[src/rtl/if_fetch_unit_pkg.sv]
// ============================================================================
// Module      : if_fetch_unit_pkg
// Description : Shared state encodings, reset defaults and helpers for IF stage
// Revision    : 1.0 - initial release
// ============================================================================
`default_nettype none

package if_fetch_unit_pkg;

    typedef enum logic [1:0] {
        S_FETCH = 2'b00,
        S_HOLD  = 2'b01,
        S_DROP  = 2'b10
    } fetch_state_e;

    // sll $0,$0,0 encodes as all zeros
    localparam logic [31:0] c_NOP_INSTR = 32'h0000_0000;
    localparam logic [31:0] c_RESET_PC  = 32'h0000_0000;

    function automatic logic [31:0] word_align(input logic [31:0] addr);
        return {addr[31:2], 2'b00};
    endfunction

endpackage

`default_nettype wire

[src/rtl/if_fetch_unit.sv]
// ============================================================================
// Module      : if_fetch_unit
// Description : MIPS IF stage - PC ownership, req/ack fetch, stall and redirect
// Revision    : 1.0 - initial release
// ============================================================================
`default_nettype none

module if_fetch_unit
    import if_fetch_unit_pkg::*;
#(
    parameter logic [31:0] RESET_PC  = c_RESET_PC,
    parameter logic [31:0] NOP_INSTR = c_NOP_INSTR
) (
    input  logic        CLK,
    input  logic        RST_N,
    input  logic        StallF,
    input  logic        PCSrcD,
    input  logic [31:0] PCBranchD,
    input  logic        JumpD,
    input  logic [31:0] PCJumpD,
    output logic        IM_REQ,
    output logic [31:0] IM_ADDR,
    input  logic        IM_ACK,
    input  logic [31:0] IM_RDATA,
    output logic [31:0] InstrF,
    output logic [31:0] PCPlus4F,
    output logic        ValidF,
    output logic        FetchStallF
);

    fetch_state_e state_q, state_d;
    logic [31:0]  pc_q, pc_d;
    logic [31:0]  req_addr_q, req_addr_d;
    logic [31:0]  hold_q, hold_d;

    logic         w_redirect;
    logic [31:0]  w_target;
    logic [31:0]  w_pc_plus4;
    logic [31:0]  w_next_pc;
    logic         w_req;
    logic [31:0]  w_addr;
    logic         w_valid;
    logic [31:0]  w_instr;
    logic         w_fstall;

    always_ff @(posedge CLK or negedge RST_N) begin
        if (!RST_N) begin
            state_q    <= S_FETCH;
            pc_q       <= word_align(RESET_PC);
            req_addr_q <= word_align(RESET_PC);
            hold_q     <= 32'h0000_0000;
        end else begin
            state_q    <= state_d;
            pc_q       <= pc_d;
            req_addr_q <= req_addr_d;
            hold_q     <= hold_d;
        end
    end

    always_comb begin
        w_redirect = (JumpD | PCSrcD) & ~StallF;
        w_target   = word_align(JumpD ? PCJumpD : PCBranchD);
        w_pc_plus4 = pc_q + 32'd4;
        w_next_pc  = w_redirect ? w_target : w_pc_plus4;

        state_d    = state_q;
        pc_d       = pc_q;
        req_addr_d = req_addr_q;
        hold_d     = hold_q;
        w_req      = 1'b0;
        w_addr     = pc_q;
        w_valid    = 1'b0;
        w_instr    = NOP_INSTR;
        w_fstall   = 1'b0;

        case (state_q)
            S_FETCH: begin
                w_req  = 1'b1;
                w_addr = pc_q;
                if (IM_ACK) begin
                    w_valid = 1'b1;
                    w_instr = IM_RDATA;
                    if (StallF) begin
                        hold_d  = IM_RDATA;
                        state_d = S_HOLD;
                    end else begin
                        pc_d = w_next_pc;
                    end
                end else begin
                    w_fstall = 1'b1;
                    // The unacked request must keep its address, so park it and drain it in S_DROP
                    if (w_redirect) begin
                        req_addr_d = pc_q;
                        pc_d       = w_target;
                        state_d    = S_DROP;
                    end
                end
            end
            S_HOLD: begin
                w_valid = 1'b1;
                w_instr = hold_q;
                if (!StallF) begin
                    pc_d    = w_next_pc;
                    state_d = S_FETCH;
                end
            end
            S_DROP: begin
                w_req    = 1'b1;
                w_addr   = req_addr_q;
                w_fstall = ~IM_ACK;
                if (w_redirect) begin
                    pc_d = w_target;
                end
                if (IM_ACK) begin
                    state_d = S_FETCH;
                end
            end
            default: begin
                state_d = S_FETCH;
            end
        endcase
    end

    // Reset is asynchronous, so the handshake outputs are squashed combinationally too
    assign IM_REQ      = w_req & RST_N;
    assign IM_ADDR     = w_addr;
    assign ValidF      = w_valid & RST_N;
    assign InstrF      = RST_N ? w_instr : NOP_INSTR;
    assign FetchStallF = w_fstall & RST_N;
    assign PCPlus4F    = w_pc_plus4;

endmodule

`default_nettype wire

[config.mk]
export PLATFORM = sky130hd
export DESIGN_NAME = if_fetch_unit
export DESIGN_NICKNAME = d
export VERILOG_FILES = /design/src/rtl/if_fetch_unit_pkg.sv /design/src/rtl/if_fetch_unit.sv
export SDC_FILE = /design/constraint.sdc
export NUM_CORES = 1
export LEC_CHECK = 0
export ABC_CLOCK_PERIOD_IN_PS = 5000
export CELL_PAD_IN_SITES_DETAIL_PLACEMENT = 0
export CELL_PAD_IN_SITES_GLOBAL_PLACEMENT = 2
export CORE_MARGIN = 2
export CORE_UTILIZATION = 42
export CTS_BUF_LIST = sky130_fd_sc_hd__clkbuf_2 sky130_fd_sc_hd__clkbuf_4 sky130_fd_sc_hd__clkbuf_8
export DETAILED_ROUTE_END_ITERATION = 6
export DONT_BUFFER_PORTS = 1
export HOLD_SLACK_MARGIN = 0.1
export PLACE_DENSITY_LB_ADDON = 0.1
export SLEW_MARGIN = 20
export SYNTH_ARGS = -nofsm -noshare
export SYNTH_HDL_FRONTEND = slang
export SYNTH_SLANG_ARGS = --single-unit
[constraint.sdc]
create_clock -name CLK -period 5 [get_ports CLK]
set_clock_uncertainty 0.2 [all_clocks]
set_input_delay 1.5 -clock CLK [delete_from_list [all_inputs] [get_ports CLK]]
set_output_delay 1.5 -clock CLK [all_outputs]
set_load 0.005 [all_outputs]
==> results of run 1 <==
==> cell usage in the layout, fill, tap and decap left out, types with 10 or more instances in the layout <==
master and n:
buf_4 18, inv_1 14, mux2_2 96, xnor2_1 19
a22oi_1 43, nor3_1 11, o21ai_0 49, mux2i_1 19
nand3_1 14, dfrtp_1 98, nor2_1 76, nand2_1 56
a21oi_1 35, nand4_1 10
==> layer usage <==
layer / global-route usage / vias to the layer above / share of wire
met5: 0 / - / 0
met4: 0.0797 / 0 / 0.023
met3: 0.0467 / 27 / 0.073
met2: 0.390 / 259 / 0.45
met1: 0.356 / 2982 / 0.45
li1: - / 2676 / -
==> flip-flops by register name (all words and copies together), names as in the netlist <==
name / count
hold_q: 32
pc_q: 32
req_addr_q: 32
state_q: 2
==> critical path: stages (launching register included) <==
cell and delay, ns:
dfrtp_1 0.57, and4_1 0.40, and3_1 0.42, nand3_1 0.27
nor2_1 0.30, xor2_1 0.24
==> cell type report <==
type | instances | area share
repair buffers | 18 | 0.0190
well taps | 216 | 0.0380
flip-flops and latches | 98 | 0.345
inverters | 14 | 0.00739
clock inverters | 6 | 0.00722
diodes | 1 | 0.000352
clock buffers | 10 | 0.0185
multi-input cells | 570 | 0.565
==> worst paths after layout <==
kind                                     start              to  cells past startpoint
worst max-delay path                  pc_q[12]    PCPlus4F[29]                      5
worst min-delay path            req_addr_q[30]  req_addr_q[30]                      1
worst max register to register      state_q[0]        pc_q[13]                      8
worst min register to register  req_addr_q[30]  req_addr_q[30]                      1
max in group asynchronous                RST_N      hold_q[11]                      0
min in group asynchronous                RST_N  req_addr_q[20]                      0
==> power breakdown <==
group          switching [mW]  total [mW]  leakage (nW)  internal (mW)
combinational            1.01        1.79          1.52          0.779
clock                   0.327       0.521        0.0897          0.194
sequential              0.379        1.52          1.24           1.14
==> Yosys cell counts (all sizes together), types with 7 or more instances <==
library cell and count:
a221o 7, xnor2 19, nor2 78, a21oi 35, mux2 96, mux2i 19, nand3 15, a221oi 7
o221ai 9, dfrtp 98, nand2b 7, o22ai 8, buf 23, o21ai 52, xor2 9, and3 8
nor3 12, nand4 11, inv 14, nand2 56, clkbuf 49, o211ai 7, a22oi 43
==> per-stage QoR <==
step | cells | util
6_report | 933 | 0.449
2_1_floorplan | 754 | -
4_1_cts | 932 | 0.449
5_1_grt | 932 | 0.449
3_3_place_gp | 916 | 0.437
3_5_place_dp | 916 | 0.437
==> cells by family after synthesis <==
| family | after synthesis |
|---|---|
| muxes | 115 |
| and+or+nand+nor | 216 |
| AOI/OAI and AO/OA | 206 |
| DFF | 98 |
| buffers and inverters | 86 |
| xor gates and xnor gates | 28 |
| adders and majority gates | 5 |
==> results.tsv, run 1 <==
stage	metric	value	unit
yosys	synthTopCellsByArea	dfrtp_1 36%, mux2_2 16%, a22oi_1 4.8%	
route	via_per_inst	6.37	
route	drt_wl_total	22100	µm
global_route	grt_pass1_vias	5750	
yosys	ys_warn_count	0	
finish	fillers	1563	
yosys	synth_edf_count	0	
global_route	grt-ovfl-total	0	
cts	cts_made_buffers	9	
yosys	ys.flop_type	dfrtp_1	
yosys	synth-seq-cells	98	
yosys	synthMuxAreaShare	0.187	
floorplanning	coreArea	0.0158	mm²
cts	cts_resized	0	
sta	tns	0	ns
global_route	grt_usage	0.251	
yosys	synthAdderAreaFrac	0.00921	
finish	seqCellArea	0.00245	mm²
cts	cts_sinks	98	
sta	fin_ws	0.709	ns
cts	postCtsSetupBuffers	0	
worst_setup_path	crit_type	reg -> out	
cts	cts_hold_buf	0	
finish	syn2layout_area_growth	4.64	%
yosys	ys_seq_area_frac	0.361	
sta	slew_viol_final	0	
sta	setup_violations	0	
placement	place_congestion	0.855	
yosys	synth_top_family_by_area	compound AO/OA/AOI/OAI gates	
route	vias	5944	
yosys	synthArstFlopShare	1.00	
worst_setup_path	start_kind	flop	
floorplanning	start_util	0.429	
sta	relSlewSlack	0.381	
yosys	synth_compound_gate_area_share	0.204	
route	drt-initial-drc-count	478	
route	first_pass_iters	5	
worst_setup_path	r2r_setup_slack	1.76	ns
cts	clock_latency	0.38	ns
cts	cts_buffer_depth	2	
sta	worst_pin_slew	0.918	ns
sta	rsz0062_at_grt	no	
floorplanning	die_area	0.0172	mm²
finish	multiInputGateArea	0.00401	mm²
power	p_per_area	539	mW/mm²
yosys	syn_nets	861	
route	wl_per_cell	23.7	µm
sta	hold_violations	0	
placement	place_ws	0.969	ns
sta	fmax	233	MHz
yosys	synth-simple-area-share	0.151	
sta	finalHoldWorstSlack	0.313	ns
floorplanning	rows	46	
route	drtAntennaViolNets	0	
cts	htree_levels	3	
power	p_leak	2.85	nW
cts	cts_tree	done	
placement	place_hpwl	15100	µm
cts	clk_pin_slew	0.11	ns
placement	post_dp_cell_area	0.00692	mm²
finish	finalNetCount	818	
sta	post-route-min-period	4.29	ns
yosys	synth-xor-area-share	0.0361	
yosys	syn_inst	754	
floorplanning	fp.dieH	131	µm
placement	io_buffers	0	
floorplanning	ioPinCount	201	
worst_setup_path	endpoint_kind	output port	
yosys	yosysTopAreaCell	dfrtp_1	
yosys	syn_area_per_cell	9.01	µm²
finish	finalInstanceArea	0.00711	mm²
global_route	grt_pass1_wl	34300	µm
global_route	antenna_found_initial	1	
worst_setup_path	cp_data_arrival_time	2.59	ns
sta	final.period_utilization	0.858	
yosys	ys_types	60	
worst_setup_path	worstPathRequired	3.30	ns
power	irDropWorstVdd	0.212	mV
yosys	netlist.area_leader.share	0.361	
global_route	grt_max_degree	102	
outcome	status	complete, no violations	
cts	cts_root_buf	clkbuf_8	
route	drc	0	
worst_setup_path	crit_path_max_fanout	10	
run	drv_cap	0	
power	p_total	3.83	mW
finish	drive_above_1_share	0.204	
floorplanning	die-width	131	µm
yosys	syn_area	0.00679	mm²
min_path	holdCritPathClass	reg -> reg	
No activity file was read; power rests on OpenSTA's default activity.
==> run 2, diff against run 1 <==
- SKIP_LAST_GASP: not set -> 1
==> results of run 2 <==
Same layout as run 1: the final DEF is identical, and so are final timing and power.
==> run 3, diff against run 2 <==
- CAP_MARGIN: not set -> 40
==> results.tsv, run 3 (synthesis results as in run 1) <==
stage	metric	value	unit
global_route	grt_max_degree	102	
global_route	antenna_found_initial	1	
finish	finalNetCount	820	
route	wl_per_cell	23.7	µm
worst_setup_path	endpoint_kind	output port	
worst_setup_path	cp_data_arrival_time	2.65	ns
power	p_per_area	539	mW/mm²
global_route	grt_usage	0.255	
floorplanning	die_area	0.0172	mm²
run	drv_cap	0	
cts	postCtsSetupBuffers	0	
min_path	min_path_cells	1	
finish	finalInstanceArea	0.00712	mm²
route	first_pass_iters	5	
sta	tns	0	ns
route	drtAntennaViolNets	0	
finish	largestRegisters	hold_q: 32 flops, pc_q: 32 flops, req_addr_q: 32 flops	
finish	layout.cells.non_filler	935	
global_route	grt-ovfl-total	0	
route	vias	5905	
power	p_leak	2.86	nW
placement	io_buffers	0	
sta	final.period_utilization	0.870	
cts	cts_made_buffers	9	
cts	clk_pin_slew	0.10	ns
floorplanning	ioPinCount	201	
placement	post_dp_cell_area	0.00694	mm²
finish	drive_above_1_share	0.205	
route	via_per_inst	6.32	
worst_setup_path	crit_path_max_fanout	10	
sta	fin_ws	0.648	ns
power	p_total	3.84	mW
sta	post-route-min-period	4.35	ns
finish	multiInputGateArea	0.00401	mm²
outcome	status	complete, no violations	
floorplanning	die-width	131	µm
cts	cts_sinks	98	
placement	place_hpwl	15200	µm
finish	fillers	1571	
placement	placed_cells	918	
finish	final_cell_mix	98 x dfrtp_1, 96 x mux2_2, 77 x nor2_1	
cts	cts_resized	0	
worst_setup_path	reg2reg_depth	10	
worst_setup_path	start_kind	flop	
floorplanning	fp.dieH	131	µm
finish	syn2layout_area_growth	4.86	%
sta	relSlewSlack	0.445	
sta	setup_violations	0	
floorplanning	rows	46	
floorplanning	coreArea	0.0158	mm²
finish	seqCellArea	0.00245	mm²
cts	htree_levels	3	
floorplanning	start_util	0.429	
route	drc	0	
sta	worst_pin_slew	0.830	ns
worst_setup_path	crit_type	reg -> out	
cts	cts_buffer_depth	2	
cts	clock_latency	0.39	ns
sta	rsz0062_at_grt	no	
global_route	grt_pass1_vias	5816	
finish	layout_commonest_cell	dfrtp_1	
power	irDropWorstVdd	0.200	mV
placement	place_congestion	0.855	
cts	cts_hold_buf	0	
worst_setup_path	worstPathRequired	3.30	ns
route	drt-initial-drc-count	472	
min_path	holdCritPathClass	reg -> reg	
cts	cts_tree	done	
sta	fmax	230	MHz
sta	hold_violations	0	
sta	slew_viol_final	0	
placement	place_ws	0.967	ns
route	drt_wl_total	22200	µm
cts	cts_root_buf	clkbuf_8	
global_route	grt_pass1_wl	34600	µm
-- run 3: cell types whose count changed in the layout (fill, tap and decap cells not counted), sizes merged --
cell,delta
inv,+1
clkbuf,-1
buf,+2
-- run 3: per-stage QoR --
step / hold slack [ns] / util
floorplan: 0.275 / -
global placement: 0.283 / 0.437
detailed placement: 0.291 / 0.438
CTS: 0.316 / 0.450
global route: 0.328 / 0.450
finish: 0.311 / 0.450
-- run 3: worst max-delay path: stages, from the launching register on --
cell	delay, ns
dfrtp_1	0.59
and4_1	0.41
and3_1	0.43
nand3_1	0.28
nor2_1	0.32
xor2_1	0.24
-- run 3: layout make-up --
type	instances	share of cell area
antenna	1	0.000351
clock inverter	7	0.00843
timing repair buffer	20	0.0213
clock buffer	9	0.0174
multi-input combinational	570	0.563
sequential	98	0.344
tap	216	0.0379
inverter	14	0.00738
-- run 3: per-layer routing --
layer / GRT usage / part of all wire
met3: 0.0567 / 0.074
met5: 0 / 0
met2: 0.401 / 0.46
met1: 0.350 / 0.45
met4: 0.0803 / 0.019
-- run 3: power breakdown --
| part | internal [mW] | switching (mW) | total (mW) |
|---|---|---|---|
| clock | 0.190 | 0.326 | 0.516 |
| sequential | 1.14 | 0.381 | 1.52 |
| combinational | 0.791 | 1.01 | 1.80 |
| total | 2.12 | 1.72 | 3.84 |
-- run 3: worst paths after layout --
check                          startpoint              to  slack [ns]
setup / recovery                 pc_q[12]    PCPlus4F[29]        0.65
hold reg to reg            req_addr_q[30]  req_addr_q[30]        0.31
min in group asynchronous           RST_N  req_addr_q[20]        0.59
hold / removal             req_addr_q[30]  req_addr_q[30]        0.31
setup reg to reg               state_q[0]         pc_q[7]        1.78
max in group asynchronous           RST_N        pc_q[12]        3.75
